<file path="src/rtl/paula_audio_mixer_tdm.sv">
// rtl/paula_audio_mixer_tdm.sv - time-multiplexed stereo mixer, one channel MAC per clock
// Snapshots all channels on start, then shifts them through a single shared multiplier.
module paula_audio_mixer_tdm #(
  parameter int CHANNELS = 4,
  parameter int SW       = 8,
  parameter int VW       = 7,
  parameter int OW       = 16
) (
  input  logic                   clk,
  input  logic                   rst_n,
  input  logic                   start,
  input  logic [CHANNELS*SW-1:0] samples,
  input  logic [CHANNELS*VW-1:0] vols,
  input  logic [CHANNELS-1:0]    route_l,
  input  logic [CHANNELS-1:0]    route_r,
  output logic                   busy,
  output logic                   valid,
  output logic [OW-1:0]          ldatasum,
  output logic [OW-1:0]          rdatasum
);

  localparam int AW = SW + VW + $clog2(CHANNELS);
  localparam int PW = SW + VW;
  localparam int IW = (CHANNELS > 1) ? $clog2(CHANNELS) : 1;

  typedef enum logic {IDLE, MAC} state_t;

  state_t                   r_state;
  state_t                   w_next;
  logic [CHANNELS*SW-1:0]   r_smp;
  logic [CHANNELS*VW-1:0]   r_vol;
  logic [CHANNELS-1:0]      r_rl;
  logic [CHANNELS-1:0]      r_rr;
  logic [IW-1:0]            r_idx;
  logic signed [AW-1:0]     r_acc_l;
  logic signed [AW-1:0]     r_acc_r;

  logic                     w_last;
  logic [VW-1:0]            w_vol_raw;
  logic [VW-1:0]            w_vol_eff;
  logic signed [PW-1:0]     w_smp_x;
  logic signed [PW-1:0]     w_vol_x;
  logic signed [PW-1:0]     w_prod;
  logic signed [AW-1:0]     w_p_ext;
  logic signed [AW-1:0]     w_sum_l;
  logic signed [AW-1:0]     w_sum_r;
  logic [OW-1:0]            w_sat_l;
  logic [OW-1:0]            w_sat_r;

  assign w_last    = (r_idx == IW'(CHANNELS - 1));
  assign w_vol_raw = r_vol[VW-1:0];
  // Volume MSB means exactly full scale; the low bits are then ignored.
  assign w_vol_eff = w_vol_raw[VW-1] ? {1'b1, {(VW-1){1'b0}}} : {1'b0, w_vol_raw[VW-2:0]};
  assign w_smp_x   = PW'($signed(r_smp[SW-1:0]));
  assign w_vol_x   = PW'(w_vol_eff);
  assign w_prod    = w_smp_x * w_vol_x;
  assign w_p_ext   = AW'(w_prod);
  assign w_sum_l   = r_acc_l + (r_rl[0] ? w_p_ext : '0);
  assign w_sum_r   = r_acc_r + (r_rr[0] ? w_p_ext : '0);

  generate
    if (OW >= AW) begin : g_ext
      assign w_sat_l = OW'(w_sum_l);
      assign w_sat_r = OW'(w_sum_r);
    end else begin : g_clip
      logic [AW-OW:0] w_top_l;
      logic [AW-OW:0] w_top_r;
      assign w_top_l = w_sum_l[AW-1:OW-1];
      assign w_top_r = w_sum_r[AW-1:OW-1];
      // In range only when every bit above the output sign bit matches it.
      assign w_sat_l = (&w_top_l || ~|w_top_l) ? w_sum_l[OW-1:0] :
                       (w_top_l[AW-OW] ? {1'b1, {(OW-1){1'b0}}} : {1'b0, {(OW-1){1'b1}}});
      assign w_sat_r = (&w_top_r || ~|w_top_r) ? w_sum_r[OW-1:0] :
                       (w_top_r[AW-OW] ? {1'b1, {(OW-1){1'b0}}} : {1'b0, {(OW-1){1'b1}}});
    end
  endgenerate

  always_ff @(posedge clk or negedge rst_n) begin
    if (!rst_n) r_state <= IDLE;
    else        r_state <= w_next;
  end

  always_comb begin
    w_next = r_state;
    case (r_state)
      IDLE:    if (start)  w_next = MAC;
      MAC:     if (w_last) w_next = IDLE;
      default: w_next = IDLE;
    endcase
  end

  always_ff @(posedge clk or negedge rst_n) begin
    if (!rst_n) begin
      r_smp    <= '0;
      r_vol    <= '0;
      r_rl     <= '0;
      r_rr     <= '0;
      r_idx    <= '0;
      r_acc_l  <= '0;
      r_acc_r  <= '0;
      busy     <= 1'b0;
      valid    <= 1'b0;
      ldatasum <= '0;
      rdatasum <= '0;
    end else begin
      valid <= 1'b0;
      if (r_state == IDLE) begin
        if (start) begin
          r_smp   <= samples;
          r_vol   <= vols;
          r_rl    <= route_l;
          r_rr    <= route_r;
          r_idx   <= '0;
          r_acc_l <= '0;
          r_acc_r <= '0;
          busy    <= 1'b1;
        end
      end else if (w_last) begin
        ldatasum <= w_sat_l;
        rdatasum <= w_sat_r;
        valid    <= 1'b1;
        busy     <= 1'b0;
      end else begin
        // Channel k+1 moves into the low slot so the multiplier never needs a mux.
        r_acc_l <= w_sum_l;
        r_acc_r <= w_sum_r;
        r_idx   <= r_idx + 1'b1;
        r_smp   <= r_smp >> SW;
        r_vol   <= r_vol >> VW;
        r_rl    <= r_rl >> 1;
        r_rr    <= r_rr >> 1;
      end
    end
  end

endmodule

</file>
<file path="config.mk">
export PLATFORM = sky130hd
export DESIGN_NAME = paula_audio_mixer_tdm
export DESIGN_NICKNAME = d
export VERILOG_FILES = /design/src/rtl/paula_audio_mixer_tdm.sv
export SDC_FILE = /design/constraint.sdc
export NUM_CORES = 1
export LEC_CHECK = 0
export BUFFER_PORTS_ARGS = -buffer_cell sky130_fd_sc_hd__buf_2
export CORE_UTILIZATION = 60
export CTS_CLUSTER_SIZE = 16
export DETAILED_ROUTE_END_ITERATION = 6
export GPL_TIMING_DRIVEN = 0
export MAX_ROUTING_LAYER = met4
export PLACE_DENSITY_LB_ADDON = 0.15
export SETUP_SLACK_MARGIN = 0.15
export SLEW_MARGIN = 20
export SYNTH_ARGS = -nofsm -noshare
export SYNTH_HDL_FRONTEND = slang
export SYNTH_SLANG_ARGS = --single-unit
</file>
<file path="constraint.sdc">
create_clock -name clk -period 17.18 [get_ports clk]
set_input_delay 1.718 -clock clk [delete_from_list [all_inputs] [get_ports clk]]
set_output_delay 1.718 -clock clk [all_outputs]
set_load 0.005 [all_outputs]
</file>
### Word level (Yosys, flattened, before mapping)

Cells that the tools add are included.

| word-level totals | value |
|---|---|
| register bits after elaboration | 139 |
| output and inout bits | 34 |
| input port bits | 71 |
| logic and storage cells | 67 |

| cells by class | value |
|---|---|
| reduce and logical (&&, ||, !) cells | 12 |
| multiplexer cells | 35 |
| $add $sub $neg | 3 |
| multipliers | 1 |
| bitwise gates (word level) | 1 |
| equal/unequal tests | 3 |

Operators with widths:

| cell | count |
|---|---|
| 17-bit two-way mux | 7 |
| 32-bit two-way mux | 3 |
| 28-bit two-way mux | 3 |
| 16-bit two-way mux | 4 |
| 17-bit adder | 2 |
| 4-bit two-way mux | 6 |
| 8-bit by 8-bit multiplier with 15-bit output | 1 |
| 2-bit AND reduction | 5 |
| 1-bit two-way mux | 7 |
| 7-bit two-way mux | 1 |
| 2-bit two-way mux | 3 |
| 2-bit OR reduction | 2 |
| 2-bit by 1-bit adder with 2-bit output, second input constant | 1 |
| 2-bit equality test, second input constant | 1 |
| 1-bit zero test | 2 |
| 1-bit logical OR | 2 |
| 2-bit by 1-bit != test with 1-bit output, second input constant | 1 |
| 2-bit != test, second input constant | 1 |
| 1-bit case mux with 2 select lines | 1 |
| 2-bit nonzero test | 1 |
| 1-bit NOT | 1 |

### Depth between registers and ports, before layout

Gate-level depths: netlist of the first run.

| logic depth | value |
|---|---|
| depth in word-level cells | 8 |
| gate-level depth with buffers | 32 |

### Least setup slack after synthesis of the first run

No wires, ideal clock.

| timing path | value |
|---|---|
| path kind | register -> register |
| start point | register r_vol[6] |
| end point | register ldatasum[0] |
| stages on the path, launching flop included | 32 |
| setup slack | 9,950 ps |
| data required time | 17,056 ps |
| buffers on the path | 4 |
| arrival | 7,106 ps |
| path through | dfrtp_1 -> clkbuf_1 -> nor2b_1 -> and2_1 -> fa_1 -> inv_1 -> fa_1 -> inv_1 -> fa_1 -> inv_1 -> fa_1 -> inv_1 -> ha_1 -> inv_1 -> o21bai_1 -> a2111oi_0 -> nor2_1 -> and2_1 -> nor3_1 -> ha_1 -> a21oi_1 -> o221ai_1 -> a211oi_1 -> nor3b_1 -> o22ai_1 -> or2b_2 -> ha_1 -> clkbuf_1 -> and4b_1 -> buf_6 -> buf_8 -> a211o_1 |

| between the ends | value |
|---|---|
| cells in the longest elaborated chain, start to end | 8 |
| elaborated cells on any way between the ends | 10 |

Ends and longest elaborated chain:

| element | RTL line | source |
|---|---|---|
| start, declared | 31 | `logic [CHANNELS*VW-1:0] r_vol;` |
| start signal, assigned | 110 | `r_vol <= vols;` |
| start signal, assigned | 129 | `r_vol <= r_vol >> VW;` |
| 7-bit two-way mux (*) | 53 | `assign w_vol_eff = w_vol_raw[VW-1] ? {1'b1, {(VW-1){1'b0}}} : {1'b0, w_vol_raw[VW-2:0]};` |
| 8-bit by 8-bit multiplier with 15-bit output (*) | 56 | `assign w_prod = w_smp_x * w_vol_x;` |
| 17-bit two-way mux (*) | 58 | `assign w_sum_l = r_acc_l + (r_rl[0] ? w_p_ext : '0);` |
| 17-bit adder (*) | 58 |  |
| 2-bit OR reduction | 71 | `assign w_sat_l = (&w_top_l \|\| ~\|w_top_l) ? w_sum_l[OW-1:0] :` |
| 1-bit zero test | 71 |  |
| 1-bit logical OR | 71 |  |
| 16-bit two-way mux (*) | 71 |  |
| end signal, assigned | 119 | `ldatasum <= w_sat_l;` |
| end, declared | 18 | `output logic [OW-1:0] ldatasum,` |

Mark *: on every way between the ends. The rest lies on a longest branch, timed or not.
A chain may end at the register's enable or synchronous reset.

### Worst setup path in the final report of the first run

| timing path | value |
|---|---|
| start point | register r_vol[6] |
| end point | register rdatasum[8] |

| between the ends | value |
|---|---|
| cells in the longest elaborated chain, start to end | 8 |
| elaborated cells on any way between the ends | 10 |

Ends and longest elaborated chain:

| element | RTL line | source |
|---|---|---|
| 7-bit two-way mux (*) | 53 |  |
| 8-bit by 8-bit multiplier with 15-bit output (*) | 56 |  |
| 17-bit two-way mux (*) | 59 | `assign w_sum_r = r_acc_r + (r_rr[0] ? w_p_ext : '0);` |
| 17-bit adder (*) | 59 |  |
| 2-bit OR reduction | 73 | `assign w_sat_r = (&w_top_r \|\| ~\|w_top_r) ? w_sum_r[OW-1:0] :` |
| 1-bit zero test | 73 |  |
| 1-bit logical OR | 73 |  |
| 16-bit two-way mux (*) | 73 |  |
| end signal, assigned | 120 | `rdatasum <= w_sat_r;` |
| end, declared | 19 | `output logic [OW-1:0] rdatasum` |

Marked as above.

==> flow_summary_export.csv, run 1 <==
group,metric,value,unit
outcome,status,"complete, no violations",
synth,ys_types,57,
cts,post_cts_buffers,0,
floorplanning,die_x,129,µm
synth,async_flop_share,100,%
floorplanning,start_util,61.4,%
finish,insertedDiodeCount,0,
cts,path_clk_slew,0.06,ns
timing,finalHoldViolCount,0,
drt,drt-vias-per-instance,5.81,
synth,ys.flop_type,"dfrtp_1",
timing,period_share,50.2,%
synth,synth_area_per_cell,10.1,µm²
cts,cts_root_buf,"clkbuf_16",
floorplanning,rows,46,
timing,period_needed,8.63,ns
finish,fin_nets,1267,
worst_setup_path,crit_slowest_cell,"a2111oi_0",
cts,cts_resized,0,
floorplanning,ioPinCount,105,
min_path,hp-class,"flip-flop to flip-flop",
flow_run,drv_cap,0,
worst_setup_path,start_kind,"flip-flop",
worst_setup_path,critPathRequiredTime,17.49,ns
timing,fin_skew,0.00922,ns
timing,tightest_slew,0.870,ns
worst_setup_path,slowest_delay,0.59,ns
timing,hold_ws,0.480,ns
cts,numCtsBuffers,17,
worst_setup_path,cp_data_arrival_time,8.94,ns
global_route,grt_usage,30.3,%
synth,synth-edff-count,0,
cts,worstSkewPairLatency,0.43,ns
place,place.port_buffers,104,
timing,fmax,116,MHz
timing,grt_setup_unrepaired,"no",
worst_setup_path,end_kind,"flip-flop",
floorplanning,die_y,129,µm
place,dp_hpwl,17200,µm
floorplanning,core,15800,µm²
place,place.gp.congestion,0.934,
global_route,overflow,0,
worst_setup_path,worst_path_most_repeated_cell,"inv_1",
drt,drtPass1Iterations,5,
timing,report.final.slew_viol_count,0,
timing,setup_viol,0,
global_route,grt_max_degree,88,
synth,ys_seq_area_share,35.8,%
finish,fin_util,70.1,%
timing,max_slew_margin,42.0,%
cts,cts_tree,"done",
worst_setup_path,crit_fanout,10,
synth,synth_area,9710,µm²
synth,synth_cells,961,
global_route,grt_pass1_wl,37600,µm
timing,tns,0,ns
finish,area_growth,14.2,%
synth,syn-num-nets,1143,
global_route,grt_pass1_vias,7472,
drt,dr_total_vias,7631,
drt,ant_nets,0,
finish,drive_gt1_share,15.4,%
synth,ys_warn_count,0,
floorplanning,dieArea,16700,µm²
global_route,antenna_found_initial,0,
drt,drt-initial-drc-count,455,
drt,wl_per_cell,17.3,µm
cts,clock-sinks,139,
worst_setup_path,crit_type,"flip-flop to flip-flop",
drt,drcViolationCount,0,
synth,ys_ff_latch,139,
cts,cts-htree-levels,4,
cts,clockBufferDepth,2,
cts,cts-hold-fix-buffers,0,
drt,wirelength,22700,µm
## registers in the layout, summed over array words and instances, names as in the netlist
register  count
r_vol        28
r_idx         2
r_acc_l      17
r_rr          4
r_state       1
r_smp        32
busy          1
rdatasum     16
r_rl          4
ldatasum     16
valid         1
r_acc_r      17
## layout make-up
type,count,area [µm²]
plain buffers,43,199
clock buffers,17,425
clock inverters,15,130
fillers,1253,4730
inverters,92,345
multi-input cells,687,5690
flip-flops and latches,139,3480
well taps,216,270
repair buffers,105,558
## metal layers
metal | wire length [µm] | share of wire (%) | up-vias | GRT usage, %
met5 | 0 | 0 | - | -
met4 | 291 | 1.3 | 0 | 6.99
met3 | 1180 | 5.2 | 30 | 5.95
met2 | 10500 | 46 | 232 | 46.4
met1 | 10700 | 47 | 3727 | 41.8
li1 | - | - | 3642 | -
## worst max-delay path, delay by kind of cell, from the launching register on
kind	cells	cell delay [ns]
compound gates	7	1.83
fa+ha+maj	7	3.02
simple gates	8	2.05
flops	1	0.43
buf+inv	9	1.18
## logic make-up (layout without fill, tap and decap cells)
family | after synthesis | after routing | share of synthesized area [%]
xor+xnor | 38 | 38 | 3.80
flops | 139 | 139 | 35.8
simple gates | 241 | 241 | 13.1
mux | 56 | 56 | 5.83
compound gates | 241 | 241 | 18.0
fa+ha+maj | 111 | 111 | 17.9
buf+inv | 135 | 272 | 5.60
## per-stage QoR
step / cells / setup WS [ns] / instance area, µm²
final: 1314 / 8.55 / 11100
after global routing: 1314 / 7.93 / 11100
after CTS: 1314 / 8.59 / 11100
after detailed placement: 1282 / 8.63 / 10500
after global placement: 1281 / 8.77 / 10500
after floorplan: 961 / 9.95 / 9710
## Yosys cell counts, drive strengths merged, types with 32 or more instances
library cell	number	share of area, %
dfrtp	139	36
inv	92	3.6
nand2	81	3.1
and2	73	4.7
o21ai	67	3.5
ha	65	8.4
a22o	52	4.7
mux2i	51	5.3
fa	46	9.5
clkbuf	34	1.3
a21oi	32	1.6
## layout by cell type, fill, tap and decap left out, drive strengths merged, types with 5 or more instances in the layout
cell type | synthesis | final
mux2 | 5 | 5
nand2 | 81 | 81
nor2 | 26 | 26
xnor2 | 26 | 26
and2 | 73 | 73
xor2 | 10 | 10
a21oi | 32 | 32
nor3b | 10 | 10
a211o | 11 | 11
dfrtp | 139 | 139
a21o | 8 | 8
a221o | 20 | 20
clkbuf | 34 | 51
buf | 9 | 114
fa | 46 | 46
nor3 | 14 | 14
o211ai | 8 | 8
ha | 65 | 65
a22o | 52 | 52
o2111ai | 6 | 6
o21ai | 67 | 67
mux2i | 51 | 51
a211oi | 12 | 12
nand3 | 12 | 12
nor2b | 8 | 8
inv | 92 | 99
## final timing paths
check,start,to,slack (ns),depth (start not counted)
worst min-delay path,r_smp[8],r_smp[8],0.48,2
max in group asynchronous,rst_n,r_vol[9],15.20,2
worst max register to register,r_vol[6],rdatasum[8],8.55,31
worst max-delay path,r_vol[6],rdatasum[8],8.55,31
worst min register to register,r_smp[8],r_smp[8],0.48,2
min in group asynchronous,rst_n,ldatasum[11],1.19,1
Power of run 1 is not shown: default switching activity piles up to over one toggle a cycle in this logic, so the estimate is an artifact.
==> run 2: changes to the inputs <==
--- a/config.mk
+++ b/config.mk
@@ -5,8 +5,9 @@
 export SDC_FILE = /design/constraint.sdc
 export NUM_CORES = 1
 export LEC_CHECK = 0
+export ABC_AREA = 1
 export BUFFER_PORTS_ARGS = -buffer_cell sky130_fd_sc_hd__buf_2
-export CORE_UTILIZATION = 60
+export CORE_UTILIZATION = 55
 export CTS_CLUSTER_SIZE = 16
 export DETAILED_ROUTE_END_ITERATION = 6
 export GPL_TIMING_DRIVEN = 0
==> constraint.sdc (replaced) <==
create_clock -name clk -period 7.7 [get_ports clk]
set_input_delay 0.77 -clock clk [delete_from_list [all_inputs] [get_ports clk]]
set_output_delay 0.77 -clock clk [all_outputs]
set_load 0.005 [all_outputs]
==> run 2 against run 1 <==
The run now ends with DRC left. Global-route usage fell by 0.43 points. Non-clock buffer count increased by 8. Die area up 17%. Area after synthesis increased by 7.8%. Highest routed layer unchanged. Worst hold slack lost 0.24 ns. Clock-buffer cell count stayed put. Setup slack lost 8.0 ns. Flip-flop and latch count unchanged. Largest cell class unchanged. Clock skew increased by 0.0048 ns. Register-to-register slack lost 8.0 ns. Cell area increased by 8.3%. Via count grew 20%.
==> flow_summary_export.csv, run 2 <==
group,metric,value,unit
outcome,status,"finished, violations left",
outcome,violations,"DRC",
synth,ys_types,47,
floorplanning,die_y,140,µm
synth,synth_cells,1325,
cts,worstSkewPairLatency,0.43,ns
place,dp_hpwl,20400,µm
synth,synthTopCellsByArea,"dfrtp_1, nand2_1, fa_1",
timing,period_needed,7.11,ns
synth,ys_ff_latch,139,
timing,tightest_slew,0.758,ns
cts,numCtsBuffers,17,
timing,grt_setup_unrepaired,"no",
place,place.port_buffers,103,
worst_setup_path,crit_fanout,10,
drt,dr_total_vias,9135,
timing,setup_slack,0.592,ns
place,place.gp.congestion,0.985,
finish,area_growth,14.7,%
floorplanning,rows,50,
timing,max_slew_margin,49.4,%
drt,wl_per_cell,15.5,µm
synth,synth_top_area_share,33.2,%
global_route,grt_usage,29.9,%
global_route,antenna_found_initial,0,
timing,finalHoldViolCount,0,
worst_setup_path,cpLargestDelayFamily,"adder cells",
synth,synth_fa_ha_area_share,16.6,%
worst_setup_path,cp_data_arrival_time,7.47,ns
synth,yosys-top-cells-count,"nand2_1, inv_1, nor2_1, dfrtp_1, ha_1",
drt,drcViolationCount,1,
synth,synth_area_leader_cell,"dfrtp_1",
drt,drt-initial-drc-count,553,
timing,setup_viol,0,
timing,fmax,141,MHz
worst_setup_path,worst_path_most_repeated_cell,"inv_1",
min_path,hp-class,"input pin to asynchronous set/reset pin",
synth,synth_simple_gate_area_share,24.8,%
synth,ys.flop_type,"dfrtp_1",
place,pre_cts_slack,-0.320,ns
finish,regMostFlops,"r_smp",
drt,drtPass1Iterations,7,
drt,drt-vias-per-instance,5.37,
timing,period_share,92.3,%
worst_setup_path,slowest_delay,0.53,ns
cts,cts_tree,"done",
floorplanning,ioPinCount,105,
synth,ys_warn_count,0,
synth,synth_area,10500,µm²
cts,cts-hold-fix-buffers,0,
cts,cts-htree-levels,4,
synth,synth_compound_gate_area_share,14.6,%
timing,fin_skew,0.0140,ns
worst_setup_path,start_kind,"flip-flop",
worst_setup_path,crit_type,"flip-flop to flip-flop",
worst_setup_path,end_kind,"flip-flop",
finish,drive_gt1_share,16.6,%
worst_setup_path,cp.buffers_inverters,12,
timing,report.final.slew_viol_count,0,
drt,wl_met1,12600,µm
worst_setup_path,critPathRequiredTime,8.06,ns
finish,fin_nets,1635,
synth,synth_area_per_cell,7.91,µm²
flow_run,drv_cap,0,
drt,met3_length,1250,µm
synth,syn-num-nets,1507,
finish,final_common_cell,"nand2_1",
floorplanning,start_util,56.0,%
synth,synth_top_family_by_area,"simple AND/OR/NAND/NOR gates",
floorplanning,die_x,140,µm
drt,met2_length,12100,µm
cts,path_clk_slew,0.07,ns
cts,cts_root_buf,"clkbuf_16",
synth,ys_seq_area_share,33.2,%
global_route,grt_max_degree,96,
synth,async_flop_share,100,%
global_route,grt_pass1_vias,9029,
finish,reg_top3,"r_smp: 32 flops, r_vol: 28 flops",
finish,layout_common_cells,"nand2_1, inv_1, nor2_1, dfrtp_1, buf_2",
drt,wirelength,26400,µm
global_route,grt_pass1_wl,44800,µm
drt,ant_nets,0,
finish,largest_reg_flops,32,
drt,top_layer,"met4",
global_route,overflow,0,
synth,synth_mux_area_share,0,%
finish,insertedDiodeCount,0,
worst_setup_path,crit_slowest_cell,"fa_1",
floorplanning,core,18700,µm²
cts,clockBufferDepth,2,
synth,yosysMostFrequentCell,"nand2_1",
synth,synth-edff-count,0,
synth,synth_xor_area_share,1.59,%
cts,clock-sinks,139,
floorplanning,dieArea,19600,µm²
run 2: cell types whose count changed after synthesis, moves of 12 or more:
cell,before,now
a21oi_4,0,20
and2_1,73,2
mux2i_1,51,0
a21oi_1,32,55
a221o_1,20,0
o21ai_0,63,24
nand3_1,12,55
nand2_1,81,315
inv_1,92,183
a31oi_1,2,52
a32o_1,0,12
a22o_1,52,19
nor2_1,26,183
xnor2_1,25,9
run 2: cell type report:
| type | instances | area [µm²] |
|---|---|---|
| Buffer | 47 | 253 |
| Timing Repair Buffer | 109 | 591 |
| Inverter | 194 | 728 |
| Tap cell | 234 | 293 |
| Sequential cell | 139 | 3480 |
| Clock buffer | 17 | 425 |
| Fill cell | 1674 | 6680 |
| Multi-Input combinational cell | 945 | 6060 |
| Clock inverter | 15 | 195 |
run 2: routing by layer:
layer	track usage, %	vias up
met2	46.8	231
li1	-	4501
met3	4.10	45
met5	-	-
met1	40.3	4358
met4	9.43	0
run 2: through the flow:
| step | std cells | hold WS [ns] | utilization, % | instance area [µm²] | setup TNS [ns] |
|---|---|---|---|---|---|
| 3_3_place_gp | 1662 | 0.454 | 60.3 | 11300 | -1.90 |
| 6_report | 1700 | 0.240 | 64.3 | 12000 | 0 |
| 4_1_cts | 1695 | 0.246 | 63.9 | 12000 | 0 |
| 3_5_place_dp | 1663 | 0.458 | 60.5 | 11300 | -3.63 |
| 5_1_grt | 1700 | 0.257 | 64.3 | 12000 | 0 |
| 2_1_floorplan | 1325 | 0.442 | - | 10500 | 0 |
run 2: kinds of logic (layout without fill, tap and decap cells):
family,Yosys count,count (layout)
AND/OR/NAND/NOR,609,609
buffers and inverters,241,382
AO/OA/AOI/OAI,206,206
flip-flops,139,139
adder cells (fa/ha/maj),111,111
XOR/XNOR,19,19
run 2: what timing repair did:
item	4_1_cts	5_1_grt
setup buffers	0	5
gates cloned	0	0
gates resized for setup	7	17
pin swaps	0	2
endpoints found under the setup margin	21	30
run 2: final timing paths:
kind	from	end	slack [ns]	depth (start not counted)
setup / recovery	r_vol[6]	rdatasum[14]	0.59	38
hold / removal	rst_n	rdatasum[1]	0.24	1
setup reg to reg	r_vol[6]	rdatasum[14]	0.59	38
hold reg to reg	r_vol[21]	r_vol[21]	0.47	2
max in group asynchronous	rst_n	r_vol[6]	6.67	2
min in group clk	r_vol[21]	r_vol[21]	0.47	2
Power of run 2 is left out for the same reason.
==> run 3: changes to the inputs <==
--- a/config.mk
+++ b/config.mk
@@ -7,7 +7,9 @@
 export LEC_CHECK = 0
 export ABC_AREA = 1
 export BUFFER_PORTS_ARGS = -buffer_cell sky130_fd_sc_hd__buf_2
-export CORE_UTILIZATION = 55
+export CELL_PAD_IN_SITES_DETAIL_PLACEMENT = 1
+export CELL_PAD_IN_SITES_GLOBAL_PLACEMENT = 2
+export CORE_UTILIZATION = 32
 export CTS_CLUSTER_SIZE = 16
 export DETAILED_ROUTE_END_ITERATION = 6
 export GPL_TIMING_DRIVEN = 0
==> constraint.sdc (replaced) <==
create_clock -name clk -period 7.7 [get_ports clk]
set_input_delay 0.77 -clock clk [delete_from_list [all_inputs] [get_ports clk]]
set_output_delay 0.77 -clock clk [all_outputs]
set_load 0.05 [all_outputs]
==> run 3 against run 2 <==
The run now ends clean. Flip-flop and latch count unchanged. First-iteration DRC count decreased by 33%. Setup slack improved by 0.0037 ns. Largest cell class unchanged. Highest routed layer unchanged.
==> flow_summary_export.csv, run 3 (synthesis results as in run 2) <==
group,metric,value,unit
floorplanning,ioPinCount,105,
cts,worstSkewPairLatency,0.45,ns
timing,tightest_slew,0.930,ns
global_route,overflow,0,
drt,wirelength,31600,µm
cts,cts-hold-fix-buffers,0,
timing,tns,0,ns
cts,cts_tree,"done",
outcome,status,"complete, no violations",
finish,area_growth,17.7,%
cts,cts_root_buf,"clkbuf_16",
timing,fin_skew,0.0123,ns
worst_setup_path,critPathRequiredTime,8.07,ns
finish,regMostFlops,"r_smp",
worst_setup_path,end_kind,"flip-flop",
floorplanning,core,31900,µm²
timing,fmax,141,MHz
worst_setup_path,cp_data_arrival_time,7.47,ns
timing,max_slew_margin,38.0,%
drt,ant_nets,0,
finish,drive_gt1_share,17.1,%
place,place.gp.congestion,0.844,
place,pre_cts_slack,-0.685,ns
drt,drt-initial-drc-count,372,
drt,drcViolationCount,0,
place,place.port_buffers,103,
cts,clock-sinks,139,
worst_setup_path,crit_slowest_cell,"fa_1",
worst_setup_path,start_kind,"flip-flop",
timing,grt_setup_unrepaired,"no",
timing,period_needed,7.10,ns
finish,largest_reg_flops,32,
worst_setup_path,cpLargestDelayFamily,"adder cells",
cts,numCtsBuffers,17,
global_route,grt_max_degree,71,
cts,cts-htree-levels,4,
floorplanning,die_y,183,µm
floorplanning,start_util,32.9,%
timing,hold_ws,0.261,ns
place,dp_hpwl,25400,µm
timing,setup_slack,0.596,ns
finish,regArea,3480,µm²
worst_setup_path,slowest_delay,0.50,ns
finish,reg_top3,"r_smp: 32 flops, r_vol: 28 flops",
finish,insertedDiodeCount,0,
floorplanning,die_x,183,µm
timing,finalHoldViolCount,0,
floorplanning,rows,65,
global_route,grt_pass1_vias,9893,
finish,fin_nets,1636,
cts,clockBufferDepth,2,
global_route,grt_pass1_wl,53000,µm
worst_setup_path,crit_fanout,10,
finish,layout_common_cells,"nand2_1, inv_1, nor2_1, dfrtp_1, buf_2",
min_path,hp-class,"input pin to asynchronous set/reset pin",
timing,report.final.slew_viol_count,0,
drt,wl_per_cell,16.6,µm
cts,path_clk_slew,0.07,ns
drt,drtPass1Iterations,5,
floorplanning,dieArea,33500,µm²
drt,drt-vias-per-instance,4.80,
flow_run,drv_cap,0,
global_route,grt_usage,21.1,%
worst_setup_path,cp.buffers_inverters,9,
finish,final_common_cell,"nand2_1",
finish,multi_input_area,6120,µm²
global_route,antenna_found_initial,0,
timing,setup_viol,0,
timing,period_share,92.3,%
finish,fillers,3940,
drt,dr_total_vias,9127,
worst_setup_path,crit_type,"flip-flop to flip-flop",
run 3: repair_timing:
item | CTS | global route
setup buffers | 1 | 5
setup endpoints to repair | 30 | 30
pin swaps | 2 | 2
resized for setup | 17 | 19
run 3: final cells by class:
class / count / area share (%)
multi-input cells: 945 / 49.6
well taps: 435 / 4.41
repair buffers: 110 / 4.85
inverters: 194 / 5.92
plain buffers: 47 / 2.11
flip-flops and latches: 139 / 28.2
clock inverters: 14 / 1.38
clock buffers: 18 / 3.48
run 3: per-layer routing:
layer	wire length, µm	track usage [%]
met5	0	-
met4	335	5.17
met3	851	3.18
met2	14400	32.8
met1	16000	28.8
run 3: worst paths after layout:
| check | from | endpoint | slack (ns) | depth (start not counted) |
|---|---|---|---|---|
| min | rst_n | r_smp[3] | 0.26 | 1 |
| max in group asynchronous | rst_n | r_acc_l[9] | 6.66 | 2 |
| min reg2reg | r_vol[24] | r_vol[24] | 0.47 | 2 |
| max reg2reg | r_vol[6] | rdatasum[14] | 0.60 | 35 |
| min in group clk | r_vol[24] | r_vol[24] | 0.47 | 2 |
| max | r_vol[6] | rdatasum[14] | 0.60 | 35 |
run 3: per-stage QoR:
| step | area [µm²] | std cells | utilization [%] |
|---|---|---|---|
| floorplan | 10500 | 1325 | - |
| global placement | 11500 | 1863 | 36.2 |
| detailed placement | 11600 | 1864 | 36.3 |
| CTS | 12200 | 1897 | 38.3 |
| global route | 12300 | 1902 | 38.7 |
| finish | 12300 | 1902 | 38.7 |
run 3: worst reg2reg max path: cells and delay by family (launching register included):
kind,cells,cell delay [ns]
AOI/OAI and AO/OA,5,0.80
xor gates and xnor gates,1,0.25
adders and majority gates,7,3.03
buffers and inverters,9,0.99
DFF,1,0.46
and+or+nand+nor,13,1.49
Power of run 3 is left out for the same reason.
